<file path="src/rtl/yavar_ctr_pkg.sv">
// Shared types and helpers for the yavar up/down counter.
// Optional feature macro used by the counter top: YAVAR_CTR_OVF_STICKY_EN.
package yavar_ctr_pkg;

  // Counting direction as seen on the 'up' input.
  typedef enum logic {
    DIR_DOWN = 1'b0,
    DIR_UP   = 1'b1
  } dir_e;

  // Behaviour at a bound as seen on the 'sat_mode' input.
  typedef enum logic {
    MODE_WRAP = 1'b0,
    MODE_SAT  = 1'b1
  } mode_e;

  // Largest supported enable divider.
  localparam int unsigned PRESCALE_MAX = 32'd256;

  // Bits needed to hold 0..value-1, never less than one.
  // A zero-width prescaler counter is not legal, so PRESCALE=1 still gets one bit.
  function automatic int unsigned clog2_min1(input int unsigned value);
    int unsigned bits;
    bits = 32'd1;
    for (int unsigned i = 32'd1; i < 32'd32; i++) begin
      if ((32'd1 << i) < value) begin
        bits = i + 32'd1;
      end else begin
        bits = bits;
      end
    end
    return bits;
  endfunction

endpackage

</file>
<file path="src/rtl/yavar_ctr_prescaler.sv">
// Enable prescaler: emits one tick per PRESCALE enabled cycles.
// The tick is combinational from en; the counter consuming it registers its result.
module yavar_ctr_prescaler
  import yavar_ctr_pkg::*;
#(
  parameter int unsigned PRESCALE = 32'd1
) (
  input  logic clk,
  input  logic rst,
  input  logic en,
  input  logic clr,
  output logic tick
);

  localparam int unsigned   PW   = clog2_min1(PRESCALE);
  localparam logic [PW-1:0] LAST = PW'(PRESCALE - 32'd1);

  logic [PW-1:0] pcnt_q;
  logic [PW-1:0] pcnt_d;

  // A period completes on the last enabled cycle of the divider.
  assign tick = en && (pcnt_q == LAST);

  // Next divider phase: clear beats tick, tick restarts, enable advances, else hold.
  always_comb begin
    pcnt_d = pcnt_q;
    if (clr) begin
      pcnt_d = {PW{1'b0}};
    end else if (tick) begin
      pcnt_d = {PW{1'b0}};
    end else if (en) begin
      pcnt_d = pcnt_q + PW'(1'b1);
    end else begin
      pcnt_d = pcnt_q;
    end
  end

  // Divider phase register with asynchronous reset.
  always_ff @(posedge clk or posedge rst) begin
    if (rst) begin
      pcnt_q <= {PW{1'b0}};
    end else begin
      pcnt_q <= pcnt_d;
    end
  end

endmodule

</file>
<file path="src/rtl/yavar_updown_counter.sv">
// Parametrised up/down counter with programmable terminal value, load,
// wrap/saturate mode, enable prescaler and a one-cycle terminal-count pulse.
// Optional macro YAVAR_CTR_OVF_STICKY_EN adds ovf_clr/ovf (sticky overflow).
module yavar_updown_counter
  import yavar_ctr_pkg::*;
#(
  parameter int unsigned WIDTH    = 32'd8,
  parameter int unsigned MAX_VAL  = (32'd1 << WIDTH) - 32'd1,
  parameter int unsigned PRESCALE = 32'd1
) (
  input  logic             clk,
  input  logic             rst,
  input  logic             en,
  input  logic             up,
  input  logic             sat_mode,
  input  logic             load,
  input  logic [WIDTH-1:0] load_val,
  output logic [WIDTH-1:0] count,
  output logic             tc
`ifdef YAVAR_CTR_OVF_STICKY_EN
  ,
  input  logic             ovf_clr,
  output logic             ovf
`endif
);

  localparam logic [WIDTH-1:0] MAX_V  = WIDTH'(MAX_VAL);
  localparam logic [WIDTH-1:0] ZERO_V = {WIDTH{1'b0}};
  localparam logic [WIDTH-1:0] ONE_V  = WIDTH'(1'b1);

  logic [WIDTH-1:0] count_q;
  logic [WIDTH-1:0] count_d;
  logic             tc_q;
  logic             tc_d;
  logic             tick_s;
  dir_e             dir_s;
  mode_e            mode_s;

  assign dir_s  = dir_e'(up);
  assign mode_s = mode_e'(sat_mode);

  // A load restarts the prescaler so the next full period begins after it.
  yavar_ctr_prescaler #(
    .PRESCALE (PRESCALE)
  ) u_prescaler (
    .clk  (clk),
    .rst  (rst),
    .en   (en),
    .clr  (load),
    .tick (tick_s)
  );

  // Next count and terminal pulse: load beats tick; bounds are tested before +/-1.
  always_comb begin
    count_d = count_q;
    tc_d    = 1'b0;
    if (load) begin
      if (load_val > MAX_V) begin
        count_d = MAX_V;
      end else begin
        count_d = load_val;
      end
      tc_d = 1'b0;
    end else if (tick_s) begin
      case (dir_s)
        DIR_UP: begin
          if (count_q == MAX_V) begin
            tc_d    = 1'b1;
            count_d = (mode_s == MODE_SAT) ? MAX_V : ZERO_V;
          end else begin
            count_d = count_q + ONE_V;
          end
        end
        DIR_DOWN: begin
          if (count_q == ZERO_V) begin
            tc_d    = 1'b1;
            count_d = (mode_s == MODE_SAT) ? ZERO_V : MAX_V;
          end else begin
            count_d = count_q - ONE_V;
          end
        end
        default: begin
          count_d = count_q;
          tc_d    = 1'b0;
        end
      endcase
    end else begin
      count_d = count_q;
      tc_d    = 1'b0;
    end
  end

  // Count and terminal-pulse registers with asynchronous reset.
  always_ff @(posedge clk or posedge rst) begin
    if (rst) begin
      count_q <= ZERO_V;
      tc_q    <= 1'b0;
    end else begin
      count_q <= count_d;
      tc_q    <= tc_d;
    end
  end

  assign count = count_q;
  assign tc    = tc_q;

`ifdef YAVAR_CTR_OVF_STICKY_EN
  logic ovf_q;
  logic ovf_d;

  // Sticky overflow: sets with tc (winning over a clear), else clears on ovf_clr.
  always_comb begin
    ovf_d = ovf_q;
    if (tc_d) begin
      ovf_d = 1'b1;
    end else if (ovf_clr) begin
      ovf_d = 1'b0;
    end else begin
      ovf_d = ovf_q;
    end
  end

  // Overflow flag register with asynchronous reset.
  always_ff @(posedge clk or posedge rst) begin
    if (rst) begin
      ovf_q <= 1'b0;
    end else begin
      ovf_q <= ovf_d;
    end
  end

  assign ovf = ovf_q;
`endif

endmodule

</file>
<file path="config.mk">
export PLATFORM = sky130hd
export DESIGN_NAME = yavar_updown_counter
export DESIGN_NICKNAME = d
export VERILOG_FILES = /design/src/rtl/yavar_ctr_pkg.sv /design/src/rtl/yavar_ctr_prescaler.sv /design/src/rtl/yavar_updown_counter.sv
export SDC_FILE = /design/constraint.sdc
export NUM_CORES = 1
export LEC_CHECK = 0
export CORE_MARGIN = 8
export CORE_UTILIZATION = 40
export DETAILED_ROUTE_END_ITERATION = 8
export PLACE_DENSITY_LB_ADDON = 0.15
export SLEW_MARGIN = 20
export SYNTH_ARGS = -nofsm -noshare
export SYNTH_HDL_FRONTEND = slang
export SYNTH_SLANG_ARGS = --single-unit
export TNS_END_PERCENT = 10
</file>
<file path="constraint.sdc">
create_clock -name clk -period 4.9 [get_ports clk]
set_input_delay 0.98 -clock clk [delete_from_list [all_inputs] [get_ports clk]]
set_output_delay 0.98 -clock clk [all_outputs]
set_load 0.01 [all_outputs]
</file>
==> out/metrics.yaml <==
outcome:
  run_status: "finished clean"
floorplan:
  fp-row-count: 17
  coreArea_mm2: 0.00219
  ios: 23
  die_y_um: 64.1
  start_util_pct: 42.3
  dieArea_mm2: 0.00411
  die_w_um: 64.1
cells_and_area:
  drive_gt1_share_pct: 8.89
  utilization_pct: 53.9
  antennaDiodeCount: 0
  final_nets: 153
  nFillCells: 229
  syn2layout_area_growth_pct: 27.6
yosys:
  ys_ff_latch: 10
  synth-edff-count: 0
  avgSynthCellArea_um2: 7.98
  synth_ff_type: "dfrtp_1"
  synth.distinct_cells: 40
  syn_inst: 116
  async_flop_share_pct: 100
  syn_area_um2: 926
  yosys_warnings: 0
  synth_nets: 133
  synth_seq_area_share_pct: 27.0
sta:
  period_minus_slack_ps: 2480
  max-slew-margin-rel_pct: 51.4
  fin_setup_tns_ps: 0
  worst_pin_slew_ps: 718
  final-hold-violation-count: 0
  fin_skew_ps: 4.54
  finalSetupViolCount: 0
  timing.fmax_ghz: 0.403
  min_period_over_period_pct: 50.6
  layout_setup_ws_ps: 2420
  finalMaxSlewViolations: 0
  rsz0062_at_grt: "no"
clocking:
  hold_buffers: 0
  clock-root-buffer: "clkbuf_4"
  clk_pin_slew_ps: 80
  insertion_delay_ps: 270
  cts.sinks: 10
  htreeDepth: 1
  tritoncts: "yes"
  cts_resized: 0
  clockBufferDepth: 2
  cts_buffers: 3
  post_cts_buffers: 0
setup_path:
  cp_cell_sequence: "clkdlybuf4s50_1"
  path_depth: 1
  r2r-start: "count[0]"
  ff2ff_path_depth: 7
  required_ps: 3920
  critical_path_arrival_ps: 1500
  start_kind: "register"
  timing.rr.end: "count[1]"
  worstSetupPathType: "register to output port"
  path_max_fanout: 11
  reg2reg_slack_ps: 2590
  crit_slowest_cell: "clkdlybuf4s50_1"
  worstSetupEndpointType: "output port"
  cp-startpoint: "count[3]"
  crit_family: "buffers and inverters"
  cp-endpoint: "count[3]"
  worst-path-buf-inv: 1
  slowest_delay_ps: 620
grt:
  grt_pass1_wl_um: 4620
  antenna_found_initial: 0
  gr-total-overflow: 0
  grt_max_degree: 15
  grt_pass1_vias: 970
  groute.usage.overall_pct: 13.6
place:
  place.gp.congestion: 0.892
  post-place-ws_ps: 2180
  io_buffers: 22
  hpwl_um: 2040
min_path:
  hold_class: "register to register"
  hold_path_depth: 1
route:
  routed_via_density: 5.93
  wire_per_inst_um: 16.7
  dr_total_vias: 967
  dr.pass1.iters: 4
  postRouteAntennaNets: 0
  drc: 0
  drt_iter0_markers: 47
  wirelength_um: 2720
power_and_ir_drop:
  ir_drop_v: 0.000124
  p_per_area_mw_per_mm2: 259
  leakage_nw: 0.442
job:
  drv_cap: 0
area by class of cell:
| cell class | count | area [um2] | area share (%) |
|---|---|---|---|
| Tap cell | 28 | 35.0 | 2.97 |
| Inverter | 4 | 15.0 | 1.27 |
| Sequential cell | 10 | 250 | 21.2 |
| Clock buffer | 4 | 36.3 | 3.07 |
| Multi-Input combinational cell | 95 | 624 | 52.9 |
| Timing Repair Buffer | 22 | 220 | 18.6 |
flip-flops by register name, indices dropped and copies added, names as in the netlist:
name / flops
count: 8
tc: 1
u_prescaler.pcnt_q: 1
stage by stage:
step / cells / instance area (um2) / hold WS (ps) / power, mW
global route: 163 / 1180 / 596 / 0.327
finish: 163 / 1180 / 568 / 0.306
detailed placement: 159 / 1140 / 559 / 0.229
global placement: 159 / 1140 / 558 / 0.227
CTS: 163 / 1180 / 571 / 0.308
floorplan: 116 / 926 / 527 / 0.184
Yosys cell counts (2+ instances only):
master	n	area (um2)
a211oi_1	4	30.0
a21oi_1	8	40.0
a221o_1	4	40.0
a311o_2	2	22.5
buf_2	2	10.0
clkbuf_1	3	11.3
dfrtp_1	10	250
ha_1	3	37.5
inv_1	4	15.0
nand2_1	13	48.8
nand2b_1	2	12.5
nand3_1	5	25.0
nor2_1	10	37.5
nor2b_1	2	12.5
nor3_1	3	15.0
nor3b_1	3	22.5
nor4_1	2	12.5
nor4b_1	2	17.5
o211ai_1	2	15.0
o21ai_0	7	35.0
or2_2	2	12.5
xnor2_1	3	26.3
xor2_1	3	26.3
worst min-delay path by stage:
stage                             startpoint            endpoint  slack (ps)
final                     u_prescaler.pcnt_q  u_prescaler.pcnt_q         570
after global placement    u_prescaler.pcnt_q  u_prescaler.pcnt_q         560
after CTS                 u_prescaler.pcnt_q  u_prescaler.pcnt_q         570
after detailed placement  u_prescaler.pcnt_q  u_prescaler.pcnt_q         560
after floorplan           u_prescaler.pcnt_q  u_prescaler.pcnt_q         530
after global routing      u_prescaler.pcnt_q  u_prescaler.pcnt_q         600
placed cells by master (no fill, tap or decap), types with 3 or more instances in the layout:
| cell | n |
|---|---|
| a211oi_1 | 4 |
| a21oi_1 | 8 |
| nor3b_1 | 3 |
| inv_1 | 4 |
| xor2_1 | 3 |
| nand2_1 | 13 |
| dfrtp_1 | 10 |
| nor2_1 | 10 |
| o21ai_0 | 7 |
| nor3_1 | 3 |
| xnor2_1 | 3 |
| ha_1 | 3 |
| clkbuf_4 | 3 |
| a221o_1 | 4 |
| nand3_1 | 5 |
| clkdlybuf4s50_1 | 22 |
per-layer routing:
layer	GRT usage [%]	wire length, um	vias up
met1	16.6	1200	459
met3	3.48	168	4
met5	0	0	-
li1	-	-	470
met2	23.6	1340	34
met4	2.45	22	0
power by group:
| part | internal [mW] | switching, mW | leakage, nW |
|---|---|---|---|
| registers | 0.0911 | 0.0240 | 0.124 |
| clock network | 0.0451 | 0.0330 | 0.0210 |
| logic | 0.0601 | 0.0532 | 0.297 |
cells by family (layout without fill, tap and decap cells):
kind of cell | after synthesis | after routing | synth area share [%]
DFF | 10 | 10 | 27.0
buffers and inverters | 11 | 30 | 5.54
AOI/OAI and AO/OA | 35 | 35 | 28.0
muxes | 1 | 1 | 1.22
and+or+nand+nor | 50 | 50 | 28.5
xor gates and xnor gates | 6 | 6 | 5.68
adders and majority gates | 3 | 3 | 4.05
No activity file was read; power rests on OpenSTA's default activity.
